## src/rtl/x1_gram_arbiter_if.sv

```systemverilog
// Bus bundle between the X1 GRAM arbiter and its surroundings: Z80 side,
// video fetch side and the single GRAM port.
interface x1_gram_arbiter_if #(
    parameter int AW = 16
);
    logic          cpu_req;
    logic          cpu_we;
    logic [AW-1:0] cpu_addr;
    logic [7:0]    cpu_din;
    logic [7:0]    cpu_dout;
    logic          cpu_wait_n;
    logic          vid_req;
    logic [AW-1:0] vid_addr;
    logic [7:0]    vid_dout;
    logic          vid_valid;
    logic          vid_overrun;
    logic [AW-1:0] mem_addr;
    logic          mem_we;
    logic [7:0]    mem_din;
    logic [7:0]    mem_dout;

    modport master (
        output cpu_req, cpu_we, cpu_addr, cpu_din, vid_req, vid_addr, mem_dout,
        input  cpu_dout, cpu_wait_n, vid_dout, vid_valid, vid_overrun,
               mem_addr, mem_we, mem_din
    );

    modport slave (
        input  cpu_req, cpu_we, cpu_addr, cpu_din, vid_req, vid_addr, mem_dout,
        output cpu_dout, cpu_wait_n, vid_dout, vid_valid, vid_overrun,
               mem_addr, mem_we, mem_din
    );
endinterface

```

## src/rtl/x1_gram_arbiter.sv

```systemverilog
// Shares the single GRAM port between the Z80 and the video fetcher.
// Video has priority; a streak counter guarantees the CPU a slot after STARVE fetches.
module x1_gram_arbiter #(
    parameter int AW     = 16,
    parameter int STARVE = 4
) (
    input  logic               clk_sys,
    input  logic               reset,
    x1_gram_arbiter_if.slave   bus
);
    typedef enum logic [2:0] {
        S_IDLE,
        S_VID_A,
        S_VID_D,
        S_CPU_A,
        S_CPU_D,
        S_CPU_W
    } state_t;

    state_t        state_q, state_d;
    logic          vpend_q, vpend_d;
    logic [AW-1:0] vaddr_q, vaddr_d;
    logic          cpu_done_q, cpu_done_d;
    logic [2:0]    streak_q, streak_d;
    logic          vid_valid_q, vid_valid_d;
    logic          vid_overrun_q, vid_overrun_d;
    logic [7:0]    vid_dout_q, vid_dout_d;
    logic [7:0]    cpu_dout_q, cpu_dout_d;
    logic [AW-1:0] mem_addr_q, mem_addr_d;
    logic          mem_we_q, mem_we_d;
    logic [7:0]    mem_din_q, mem_din_d;

    logic cpu_elig;
    logic vid_grant;
    logic cpu_grant;
    logic streak_full;

    assign cpu_elig    = bus.cpu_req & ~cpu_done_q;
    assign streak_full = (streak_q == 3'(STARVE));

    always_comb begin
        state_d       = state_q;
        vpend_d       = vpend_q;
        vaddr_d       = vaddr_q;
        cpu_done_d    = cpu_done_q;
        streak_d      = streak_q;
        vid_valid_d   = 1'b0;
        vid_overrun_d = vid_overrun_q;
        vid_dout_d    = vid_dout_q;
        cpu_dout_d    = cpu_dout_q;
        mem_addr_d    = mem_addr_q;
        mem_we_d      = mem_we_q;
        mem_din_d     = mem_din_q;
        vid_grant     = 1'b0;
        cpu_grant     = 1'b0;

        case (state_q)
            S_IDLE: begin
                if (vpend_q && !(cpu_elig && streak_full)) begin
                    state_d    = S_VID_A;
                    mem_addr_d = vaddr_q;
                    vid_grant  = 1'b1;
                end else if (cpu_elig) begin
                    cpu_grant  = 1'b1;
                    mem_addr_d = bus.cpu_addr;
                    if (bus.cpu_we) begin
                        state_d   = S_CPU_W;
                        mem_din_d = bus.cpu_din;
                        mem_we_d  = 1'b1;
                    end else begin
                        state_d = S_CPU_A;
                    end
                end
            end
            S_VID_A: state_d = S_VID_D;
            S_VID_D: begin
                vid_dout_d  = bus.mem_dout;
                vid_valid_d = 1'b1;
                state_d     = S_IDLE;
            end
            S_CPU_A: state_d = S_CPU_D;
            S_CPU_D: begin
                // Read data is captured even when the Z80 abandoned the cycle.
                cpu_dout_d = bus.mem_dout;
                cpu_done_d = bus.cpu_req;
                state_d    = S_IDLE;
            end
            S_CPU_W: begin
                mem_we_d   = 1'b0;
                cpu_done_d = bus.cpu_req;
                state_d    = S_IDLE;
            end
            default: state_d = S_IDLE;
        endcase

        if (!bus.cpu_req) begin
            cpu_done_d = 1'b0;
        end

        // A request landing on the grant cycle simply refills the latch.
        if (vid_grant) begin
            vpend_d = 1'b0;
        end
        if (bus.vid_req) begin
            vpend_d = 1'b1;
            vaddr_d = bus.vid_addr;
            if (vpend_q && !vid_grant) begin
                vid_overrun_d = 1'b1;
            end
        end

        if (!cpu_elig || cpu_grant) begin
            streak_d = 3'd0;
        end else if (vid_grant && !streak_full) begin
            streak_d = streak_q + 3'd1;
        end
    end

    always_ff @(posedge clk_sys) begin
        if (reset) begin
            state_q       <= S_IDLE;
            vpend_q       <= 1'b0;
            vaddr_q       <= '0;
            cpu_done_q    <= 1'b0;
            streak_q      <= 3'd0;
            vid_valid_q   <= 1'b0;
            vid_overrun_q <= 1'b0;
            vid_dout_q    <= 8'd0;
            cpu_dout_q    <= 8'd0;
            mem_addr_q    <= '0;
            mem_we_q      <= 1'b0;
            mem_din_q     <= 8'd0;
        end else begin
            state_q       <= state_d;
            vpend_q       <= vpend_d;
            vaddr_q       <= vaddr_d;
            cpu_done_q    <= cpu_done_d;
            streak_q      <= streak_d;
            vid_valid_q   <= vid_valid_d;
            vid_overrun_q <= vid_overrun_d;
            vid_dout_q    <= vid_dout_d;
            cpu_dout_q    <= cpu_dout_d;
            mem_addr_q    <= mem_addr_d;
            mem_we_q      <= mem_we_d;
            mem_din_q     <= mem_din_d;
        end
    end

    assign bus.cpu_wait_n  = ~cpu_elig;
    assign bus.cpu_dout    = cpu_dout_q;
    assign bus.vid_dout    = vid_dout_q;
    assign bus.vid_valid   = vid_valid_q;
    assign bus.vid_overrun = vid_overrun_q;
    assign bus.mem_addr    = mem_addr_q;
    assign bus.mem_we      = mem_we_q;
    assign bus.mem_din     = mem_din_q;
endmodule

```

## src/flat_wrapper.sv

```systemverilog
// flat-port wrapper written by rule: the top's interface ports become plain ports
module x1_gram_arbiter_flat 
#(
    parameter int AW     = 16,
    parameter int STARVE = 4
)
  (clk_sys, reset, bus_cpu_req, bus_cpu_we, bus_cpu_addr, bus_cpu_din, bus_vid_req, bus_vid_addr, bus_mem_dout, bus_cpu_dout, bus_cpu_wait_n, bus_vid_dout, bus_vid_valid, bus_vid_overrun, bus_mem_addr, bus_mem_we, bus_mem_din);
  x1_gram_arbiter_if #(.AW(AW)) bus_i ();
  input  logic clk_sys;
  input  logic reset;
  input wire logic [$bits(bus_i.cpu_req)-1:0] bus_cpu_req;
  input wire logic [$bits(bus_i.cpu_we)-1:0] bus_cpu_we;
  input wire logic [$bits(bus_i.cpu_addr)-1:0] bus_cpu_addr;
  input wire logic [$bits(bus_i.cpu_din)-1:0] bus_cpu_din;
  input wire logic [$bits(bus_i.vid_req)-1:0] bus_vid_req;
  input wire logic [$bits(bus_i.vid_addr)-1:0] bus_vid_addr;
  input wire logic [$bits(bus_i.mem_dout)-1:0] bus_mem_dout;
  output wire logic [$bits(bus_i.cpu_dout)-1:0] bus_cpu_dout;
  output wire logic [$bits(bus_i.cpu_wait_n)-1:0] bus_cpu_wait_n;
  output wire logic [$bits(bus_i.vid_dout)-1:0] bus_vid_dout;
  output wire logic [$bits(bus_i.vid_valid)-1:0] bus_vid_valid;
  output wire logic [$bits(bus_i.vid_overrun)-1:0] bus_vid_overrun;
  output wire logic [$bits(bus_i.mem_addr)-1:0] bus_mem_addr;
  output wire logic [$bits(bus_i.mem_we)-1:0] bus_mem_we;
  output wire logic [$bits(bus_i.mem_din)-1:0] bus_mem_din;
  assign bus_i.cpu_req = bus_cpu_req;
  assign bus_i.cpu_we = bus_cpu_we;
  assign bus_i.cpu_addr = bus_cpu_addr;
  assign bus_i.cpu_din = bus_cpu_din;
  assign bus_i.vid_req = bus_vid_req;
  assign bus_i.vid_addr = bus_vid_addr;
  assign bus_i.mem_dout = bus_mem_dout;
  assign bus_cpu_dout = bus_i.cpu_dout;
  assign bus_cpu_wait_n = bus_i.cpu_wait_n;
  assign bus_vid_dout = bus_i.vid_dout;
  assign bus_vid_valid = bus_i.vid_valid;
  assign bus_vid_overrun = bus_i.vid_overrun;
  assign bus_mem_addr = bus_i.mem_addr;
  assign bus_mem_we = bus_i.mem_we;
  assign bus_mem_din = bus_i.mem_din;
  x1_gram_arbiter #(.AW(AW), .STARVE(STARVE)) u_core (.clk_sys(clk_sys), .reset(reset), .bus(bus_i));
endmodule
```

## config.mk

```make
export PLATFORM = sky130hd
export DESIGN_NAME = x1_gram_arbiter_flat
export DESIGN_NICKNAME = d
export VERILOG_FILES = /design/src/rtl/x1_gram_arbiter_if.sv /design/src/rtl/x1_gram_arbiter.sv /design/src/flat_wrapper.sv
export SDC_FILE = /design/constraint.sdc
export NUM_CORES = 1
export LEC_CHECK = 0
export CAP_MARGIN = 30
export CORE_UTILIZATION = 56
export CTS_CLUSTER_DIAMETER = 100
export DETAILED_ROUTE_END_ITERATION = 10
export DONT_BUFFER_PORTS = 1
export GPL_ROUTABILITY_DRIVEN = 0
export GPL_TIMING_DRIVEN = 0
export PLACE_DENSITY_LB_ADDON = 0.05
export REMOVE_ABC_BUFFERS = 1
export SYNTH_ARGS = -nofsm -noshare
export SYNTH_HDL_FRONTEND = slang
export SYNTH_SLANG_ARGS = --single-unit
```

## constraint.sdc

```tcl
create_clock -name clk_sys -period 1.6 [get_ports clk_sys]
set_input_delay 0.32 -clock clk_sys [delete_from_list [all_inputs] [get_ports clk_sys]]
set_output_delay 0.32 -clock clk_sys [all_outputs]
set_load 0.05 [all_outputs]
```

Word-level counts from Yosys, hierarchy flattened
Cells that the tools add are included.
{"block": "word_totals", "reg_bits": 67, "latch_bits": 0, "ramBits": 0, "mem_bits_ro": 0, "inputBits": 53, "memories": 0}
{"block": "op_classes", "addsub": 1, "multipliers": 0, "div_mod_pow": 0, "order_cmp": 0, "eq_ne": 10, "shifts": 0, "muxes": 18, "bitwise_logic": 5, "n_reduce_logical": 20}
{"cell": "16-bit 2-to-1 mux", "n": 2}
{"cell": "1-bit 2-to-1 mux", "n": 11}
{"cell": "3-bit == test, second input constant", "n": 3}
{"cell": "3-bit 2-to-1 mux", "n": 3}
{"cell": "3-bit one-hot mux with 3 select lines", "n": 1}
{"cell": "4-bit AND reduction", "n": 2}
{"cell": "3-bit by 2-bit == test with 1-bit output, second input constant", "n": 2}
{"cell": "2-bit nonzero test", "n": 3}
{"cell": "2-bit OR reduction", "n": 3}
{"cell": "1-bit logical AND", "n": 4}
{"cell": "1-bit zero test", "n": 4}
{"cell": "2-bit inequality test, second input constant", "n": 2}
{"cell": "1-bit inverter", "n": 4}
{"cell": "2-bit AND reduction", "n": 2}
{"cell": "3-bit by 1-bit adder with 3-bit output, second input constant", "n": 1}
{"cell": "3-bit by 1-bit == test with 1-bit output, second input constant", "n": 1}
{"cell": "3-bit zero test", "n": 1}
{"cell": "3-bit by 1-bit inequality test with 1-bit output, second input constant", "n": 1}
{"cell": "2-bit by 1-bit inequality test with 1-bit output, second input constant", "n": 1}
{"cell": "1-bit one-hot mux with 2 select lines", "n": 1}
{"cell": "1-bit bitwise AND", "n": 1}
{"cell": "1-bit logical OR", "n": 1}

Longest topological paths before layout
Gate-level depths: netlist of run 1.
{"block": "logic_depth", "depth_word": 10, "ltp_mapped": 7, "mapped_depth_nobuf": 5}

Worst setup path after synthesis of run 1
OpenSTA, ideal clock, no wires.
{"block": "synth_timing", "path_type": "input to register", "from": "input port bus_cpu_req", "to": "register u_core.mem_din_q[0] (netlist: u_core.bus.mem_din[0])", "arrival_ps": 1723, "required_time_ps": 1528, "path_slack_ps": -195, "path_stages": 6, "path_buffers": 2, "cell_sequence": "nor2b_1 -> buf_2 -> clkinv_1 -> a2111oi_4 -> buf_6 -> mux2i_1"}
{"block": "synth_between", "elab_chain_cells": 6}
{"element": "start, declared", "line": "flat_wrapper.sv:11", "text": "input wire logic [$bits(bus_i.cpu_req)-1:0] bus_cpu_req;"}
{"element": "1-bit bitwise AND (*)", "line": "x1_gram_arbiter.sv:38", "text": "assign cpu_elig = bus.cpu_req & ~cpu_done_q;"}
{"element": "1-bit logical AND", "line": "x1_gram_arbiter.sv:59", "text": "if (vpend_q && !(cpu_elig && streak_full)) begin"}
{"element": "1-bit zero test", "line": "x1_gram_arbiter.sv:59"}
{"element": "1-bit logical AND", "line": "x1_gram_arbiter.sv:59"}
{"element": "1-bit inverter (no source line)"}
{"element": "4-bit AND reduction (no source line) (*)"}
{"element": "end signal, assigned", "line": "x1_gram_arbiter.sv:145", "text": "mem_din_q <= mem_din_d;"}
{"element": "end, declared", "line": "x1_gram_arbiter.sv:31", "text": "logic [7:0] mem_din_q, mem_din_d;"}
Every way passes the cells marked *; elsewhere a longest branch is shown, timed or not.
A chain may end at the register's enable or synchronous reset.

Final worst setup path of run 1
{"block": "layout_timing", "from": "register u_core.streak_q[0]", "to": "register u_core.mem_din_q[7] (netlist: u_core.bus.mem_din[7])"}
{"block": "layout_between", "elab_chain_cells": 6}
{"element": "start, declared", "line": "x1_gram_arbiter.sv:24", "text": "logic [2:0] streak_q, streak_d;"}
{"element": "start signal, assigned", "line": "x1_gram_arbiter.sv:138", "text": "streak_q <= streak_d;"}
{"element": "3-bit == test", "line": "x1_gram_arbiter.sv:39", "text": "assign streak_full = (streak_q == 3'(STARVE));"}
{"element": "1-bit logical AND", "line": "x1_gram_arbiter.sv:59"}
{"element": "1-bit zero test", "line": "x1_gram_arbiter.sv:59"}
{"element": "1-bit logical AND", "line": "x1_gram_arbiter.sv:59"}
{"element": "1-bit inverter (no source line)"}
{"element": "4-bit AND reduction (no source line)"}
No other way between the ends.

==> results of run 1 <==
## critical path, cell delays in order, from the launching register on
cell	delay [ns]
dfxtp_2	0.33
inv_2	0.07
ha_4	0.14
nand4b_1	0.20
a2111oi_4	0.43
buf_4	0.19
clkbuf_16	0.13
mux2i_1	0.16
## through the flow
step / TNS [ns] / area (sq um)
CTS: -0.419 / 3430
global route: -1.87 / 3750
floorplan: -22.64 / 2800
global placement: -54.68 / 2880
finish: -0.756 / 3750
detailed placement: -20.80 / 2970
## cell type report
class / count / area, sq um / area share (%)
Multi-Input combinational cell: 192 / 1670 / 44.7
Sequential cell: 67 / 1350 / 36.1
Timing Repair Buffer: 24 / 318 / 8.48
Clock buffer: 9 / 124 / 3.31
Inverter: 23 / 103 / 2.74
Clock inverter: 7 / 92.6 / 2.47
Tap cell: 67 / 83.8 / 2.24
## placed cells by master, fill, tap and decap left out, types with 7 or more instances in the layout
cell / count
o21ai_2: 7
nor2_1: 34
mux2i_1: 40
buf_4: 12
inv_1: 19
nand2_1: 19
dfxtp_1: 60
clkbuf_8: 9
a221oi_2: 16
o221a_4: 13
nand2b_1: 17
## sequential cells by signal, summed over array words and instances (netlist names)
signal / count
u_core.state_q: 3
u_core.bus.mem_din: 8
u_core.vaddr_q: 16
u_core.bus.mem_addr: 16
u_core.cpu_done_q: 1
u_core.bus.vid_dout: 8
u_core.bus.mem_we: 1
u_core.vpend_q: 1
u_core.bus.cpu_dout: 8
u_core.bus.vid_valid: 1
u_core.streak_q: 3
u_core.bus.vid_overrun: 1
## what timing repair did
item | CTS | global route
pin swaps | 6 | 32
gates resized for setup | 29 | 49
setup endpoints to repair | 49 | 33
buffers inserted | 9 | 6
gates cloned | 1 | 4
## kinds of logic after synthesis
logic type      count (synthesis)  share of synthesized area, %
simple gates                   86                          14.5
flops                          67                          46.0
compound gates                 64                          17.9
buf+inv                        50                          7.08
mux                            40                          13.7
fa+ha+maj                       2                         0.857
## path summary, 6_finish.rpt
check | start | endpoint | slack [ns] | cells after the start
min | reset | u_core.bus.cpu_dout[7]$_SDFFE_PP0N_ | 0.05 | 1
min reg2reg | u_core.vaddr_q[0]$_SDFFE_PP0P_ | u_core.vaddr_q[0]$_SDFFE_PP0P_ | 0.49 | 2
max reg2reg | u_core.streak_q[0]$_SDFFE_PP0P_ | u_core.bus.mem_din[7]$_SDFFE_PP0P_ | -0.12 | 7
max | u_core.streak_q[0]$_SDFFE_PP0P_ | u_core.bus.mem_din[7]$_SDFFE_PP0P_ | -0.12 | 7
## power breakdown
group          total (mW)  switching [mW]  internal [mW]
clock                1.53           0.657          0.871
sequential           2.21           0.417           1.79
combinational       0.681           0.313          0.368
total                4.42            1.39           3.03
## per-layer routing
| metal | vias up | routed length (um) | global-route usage [%] |
|---|---|---|---|
| li1 | 1107 | - | - |
| met5 | - | 0 | 0 |
| met4 | 0 | 136 | 10.7 |
| met3 | 14 | 503 | 7.05 |
| met2 | 82 | 3480 | 33.9 |
| met1 | 1100 | 2930 | 27.6 |
==> impl_metrics.env, run 1 <==
export IMPL_finalHoldViolations=0
export IMPL_synth_avg_cell_area_sq_um=9.44
export IMPL_netlist_area_sq_mm=0.00292
export IMPL_async_reset_ff_share_pct=0
export IMPL_cts_tree="done"
export IMPL_fp_coreArea_sq_mm=0.00488
export IMPL_fmax_mhz=582
export IMPL_die_y_um=74.2
export IMPL_yosysSeqAreaShare_pct=46.0
export IMPL_yosysTopAreaCell="dfxtp_1"
export IMPL_syn_to_final_growth_pct=28.4
export IMPL_dp_cells=354
export IMPL_synth_common_cells="67 x dfxtp_1, 40 x mux2i_1, 34 x nor2_1"
export IMPL_viasPerCell=5.92
export IMPL_skew_ns=0.00615
export IMPL_layout_drive_gt1_share_pct=30.7
export IMPL_fillCellCount=336
export IMPL_yosys_warnings=0
export IMPL_grt_overflow_total=0
export IMPL_synthTopCellsByArea="dfxtp_1 46%, mux2i_1 14%, o221a_2 5.8%, a221oi_1 4.8%, nor2_1 4.4%"
export IMPL_clk_latency_ns=0.33
export IMPL_violations="negative setup slack"
export IMPL_fp_dieW_um=74.2
export IMPL_cts_clk_slew_worst_paths_ns=0.08
export IMPL_nets=372
export IMPL_yosysMostFrequentCell="dfxtp_1"
export IMPL_grt_setup_unrepaired="true"
export IMPL_power_mw=4.42
export IMPL_fin_ws_ns=-0.118
export IMPL_power_density_mw_per_mm2=1180
export IMPL_hold_buffers=0
export IMPL_relSlewSlack_pct=60.9
export IMPL_drc_errors=0
export IMPL_die_area_sq_mm=0.00550
export IMPL_clock_root_buffer="clkbuf_8"
export IMPL_worstPathRequired_ns=1.86
export IMPL_cp_end_kind="flip-flop"
export IMPL_fin_util_pct=76.8
export IMPL_pin_count=97
export IMPL_dp_hpwl_um=3830
export IMPL_syn_inst=309
export IMPL_cts_buffers=9
export IMPL_power_leakage_nw=1.35
export IMPL_detail_route_antenna_nets=0
export IMPL_max_vdd_ir_drop_mv=0.995
export IMPL_synth_edf_count=0
export IMPL_cts_buffer_depth=2
export IMPL_slew_violations=0
export IMPL_vias=2303
export IMPL_first_pass_iters=4
export IMPL_hp_class="in2reg"
export IMPL_cp_arrival_ns=1.98
export IMPL_diodes=0
export IMPL_wirelength_um=7050
export IMPL_synth_flop_cell="dfxtp_1"
export IMPL_path_max_fanout=4
export IMPL_drt_initial_drc_count=114
export IMPL_wl_per_cell_um=18.1
export IMPL_cp_start_kind="flip-flop"
export IMPL_portBuffers=0
export IMPL_grt_max_degree=74
export IMPL_antenna_found_initial=0
export IMPL_max_cap_violations=0
export IMPL_synth_seq_cells=67
export IMPL_instances_no_fill=389
export IMPL_grt_pass1_wl_um=9080
export IMPL_grt_pass1_vias=1936
export IMPL_outcome="complete, but fails checks"
export IMPL_fin_crit_ns=1.72
export IMPL_grt_usage_pct=21.9
export IMPL_start_util_pct=59.8
export IMPL_ys_types=34
export IMPL_fp_row_count=25
export IMPL_dp_slack_ns=-1.26
export IMPL_holdWs_ns=0.0465
export IMPL_cts_num_sinks=67
export IMPL_htree_levels=3
export IMPL_setup_viol=14
export IMPL_worstSetupPathType="reg2reg"
export IMPL_fin_crit_sh_pct=107
export IMPL_tightest_slew_ns=0.586
export IMPL_synth_top_area_share_pct=46.0
(Power assumes the default switching activity.)
==> run 2: changes to the inputs <==
--- a/config.mk
+++ b/config.mk
@@ -5,6 +5,7 @@
 export SDC_FILE = /design/constraint.sdc
 export NUM_CORES = 1
 export LEC_CHECK = 0
+export ABC_AREA = 1
 export CAP_MARGIN = 30
 export CORE_UTILIZATION = 56
 export CTS_CLUSTER_DIAMETER = 100
==> run 2 against run 1 <==
Effect of this change:
- the flow now finishes without violations
- setup slack better by 0.24 ns
- combinational power down 4.4%
- largest cell class is now registers
- critical path type unchanged
- largest power group unchanged
- total power up 12%
- global-route usage up 0.63 points
- cell area down 16%
- clock skew up 0.0023 ns
- non-clock buffer count down 17
==> impl_metrics.env, run 2 <==
export IMPL_synth_avg_cell_area_sq_um=7.15
export IMPL_wirelength_um=5650
export IMPL_diodes=0
export IMPL_grt_pass1_wl_um=8990
export IMPL_synth_mux_area_share_pct=0
export IMPL_ys_types=22
export IMPL_drc_errors=0
export IMPL_yosys_area_share_simple_pct=19.9
export IMPL_fmax_mhz=676
export IMPL_dp_hpwl_um=3570
export IMPL_grt_max_degree=62
export IMPL_synth_top_area_share_pct=48.7
export IMPL_multi_input_area_sq_mm=0.00113
export IMPL_vias=2278
export IMPL_grt_pass1_vias=2026
export IMPL_cts_buffers=9
export IMPL_yosysSeqAreaShare_pct=48.7
export IMPL_synth_seq_cells=67
export IMPL_cts_num_sinks=67
export IMPL_die_y_um=72.1
export IMPL_netlist_area_sq_mm=0.00275
export IMPL_antenna_found_initial=0
export IMPL_layout_commonest_cell="nor2_1"
export IMPL_synthTopCellsByArea="dfxtp_1 49%, nor2_1 13%, o21ai_0 11%, inv_1 8.6%, a21oi_1 5.8%"
export IMPL_yosys_warnings=0
export IMPL_final_cell_mix="90 x nor2_1, 65 x dfxtp_1, 62 x inv_1"
export IMPL_first_pass_iters=4
export IMPL_syn_to_final_growth_pct=14.6
export IMPL_cp_arrival_ns=1.70
export IMPL_holdPathEnd="u_core.vpend_q$_SDFFE_PP0P_"
export IMPL_synth_edf_count=0
export IMPL_synth_flop_cell="dfxtp_1"
export IMPL_setup_viol=0
export IMPL_slew_violations=0
export IMPL_cts_clk_slew_worst_paths_ns=0.07
export IMPL_relSlewSlack_pct=44.7
export IMPL_dp_cells=436
export IMPL_min_from="reset"
export IMPL_grt_usage_pct=22.5
export IMPL_htree_levels=3
export IMPL_max_vdd_ir_drop_mv=1.03
export IMPL_worstPathRequired_ns=1.82
export IMPL_hp_class="in2reg"
export IMPL_syn_inst=385
export IMPL_grt_overflow_total=0
export IMPL_yosysTopAreaCell="dfxtp_1"
export IMPL_grt_setup_unrepaired="false"
export IMPL_max_cap_violations=0
export IMPL_synth_fa_ha_area_share_pct=0.909
export IMPL_clock_root_buffer="clkbuf_8"
export IMPL_start_util_pct=58.3
export IMPL_layout_drive_gt1_share_pct=9.46
export IMPL_pin_count=97
export IMPL_cts_buffer_depth=2
export IMPL_synth_top_family_by_area="simple AND/OR/NAND/NOR gates"
export IMPL_instances_no_fill=458
export IMPL_worstSetupPathType="reg2reg"
export IMPL_viasPerCell=4.97
export IMPL_async_reset_ff_share_pct=0
export IMPL_cp_start_kind="flip-flop"
export IMPL_holdWs_ns=0.0426
export IMPL_timing_rr_end="u_core.bus.mem_addr[2]$_SDFFE_PP0P_"
export IMPL_drt_initial_drc_count=88
export IMPL_clk_latency_ns=0.34
export IMPL_seq_area_sq_mm=0.00134
export IMPL_fin_crit_sh_pct=92.5
export IMPL_cts_tree="done"
export IMPL_die_area_sq_mm=0.00520
export IMPL_fp_dieW_um=72.1
export IMPL_yosysMostFrequentCell="nor2_1"
export IMPL_detail_route_antenna_nets=0
export IMPL_reg2reg_depth=6
export IMPL_synth_common_cells="92 x nor2_1, 67 x dfxtp_1, 63 x inv_1"
export IMPL_skew_ns=0.00847
export IMPL_power_leakage_nw=1.37
export IMPL_tightest_slew_ns=0.829
export IMPL_min_path_cells=1
export IMPL_power_mw=4.93
export IMPL_cp_end_kind="flip-flop"
export IMPL_nets=441
export IMPL_synth_xor_area_share_pct=0.318
export IMPL_fillCellCount=445
export IMPL_rrSetupSlack_ns=0.12
export IMPL_fp_row_count=25
export IMPL_path_max_fanout=19
export IMPL_wl_per_cell_um=12.3
export IMPL_fp_coreArea_sq_mm=0.00472
export IMPL_reg2reg_from="u_core.vpend_q$_SDFFE_PP0P_"
export IMPL_fin_crit_ns=1.48
export IMPL_power_density_mw_per_mm2=1560
export IMPL_portBuffers=0
export IMPL_tns_ns=0
export IMPL_finalHoldViolations=0
export IMPL_outcome="complete, no violations"
export IMPL_synth_compound_area_share_pct=18.1
run 2: changes by cell type in the layout (fill, tap and decap cells not counted), moves of 17 or more:
cell / previous run / this run
o21ai_0: 4 / 61
nor2_1: 34 / 90
inv_1: 19 / 62
mux2i_1: 40 / 0
a21oi_1: 5 / 32
nand2b_1: 17 / 0
run 2: worst max path at each step:
stage	endpoint	slack, ns	depth (start not counted)	start
final	u_core.bus.mem_addr[2]$_SDFFE_PP0P_	0.12	6	u_core.vpend_q$_SDFFE_PP0P_
after global placement	u_core.streak_q[0]$_SDFFE_PP0P_	-0.89	9	u_core.streak_q[0]$_SDFFE_PP0P_
after detailed placement	u_core.bus.mem_din[7]$_SDFFE_PP0P_	-0.56	7	u_core.streak_q[0]$_SDFFE_PP0P_
after floorplan	u_core.streak_q[0]$_SDFFE_PP0P_	-0.27	9	u_core.streak_q[0]$_SDFFE_PP0P_
after CTS	u_core.bus.mem_addr[6]$_SDFFE_PP0P_	0.007	6	u_core.cpu_done_q$_SDFFE_PP0P_
after global routing	u_core.bus.mem_addr[7]$_SDFFE_PP0P_	0.008	6	u_core.vpend_q$_SDFFE_PP0P_
run 2: layout make-up:
| type | instances | area share (%) |
|---|---|---|
| clock buffers | 12 | 5.23 |
| flip-flops and latches | 67 | 42.6 |
| repair buffers | 7 | 3.09 |
| multi-input cells | 237 | 35.8 |
| well taps | 67 | 2.66 |
| inverters | 64 | 7.61 |
| clock inverters | 4 | 3.01 |
run 2: metrics by stage:
stage / worst slack, ns / utilization (%) / cell area, sq um
5_1_grt: 0.00752 / 66.8 / 3160
3_3_place_gp: -0.887 / 58.1 / 2740
6_report: 0.121 / 66.8 / 3160
4_1_cts: 0.00650 / 65.7 / 3100
3_5_place_dp: -0.558 / 58.6 / 2770
2_1_floorplan: -0.272 / - / 2660
run 2: per-layer routing:
layer,global-route usage (%),part of all wire [%]
met5,0,0
met4,13.1,1.9
met3,6.94,7.6
met2,39.5,49
met1,23.9,42
run 2: logic make-up (layout without fill, tap and decap cells):
group | Yosys count | in the layout
AOI/OAI and AO/OA | 98 | 99
xor gates and xnor gates | 1 | 1
adders and majority gates | 2 | 2
buffers and inverters | 82 | 87
DFF | 67 | 67
and+or+nand+nor | 135 | 135
run 2: repair_timing:
item                                    CTS  global route
endpoints found under the hold margin     0             0
pin swaps                                 3             2
buffers inserted                          3             1
resized for setup                         5             6
hold buffers                              0             0
endpoints found under the setup margin   33            20
cloned                                    1             1
run 2: power by group:
part           leakage, nW  internal, mW  switching, mW  total [mW]
logic                0.689         0.248          0.402       0.651
registers            0.552          1.86          0.622        2.48
clock network        0.133          1.16          0.632        1.79
run 2: worst max-delay path: stages, from the launching register on:
cell and delay [ns]:
dfxtp_1 0.51, inv_1 0.19, a21oi_4 0.24, buf_8 0.18
o21ai_0 0.10, nor2_1 0.10, nor2_1 0.04
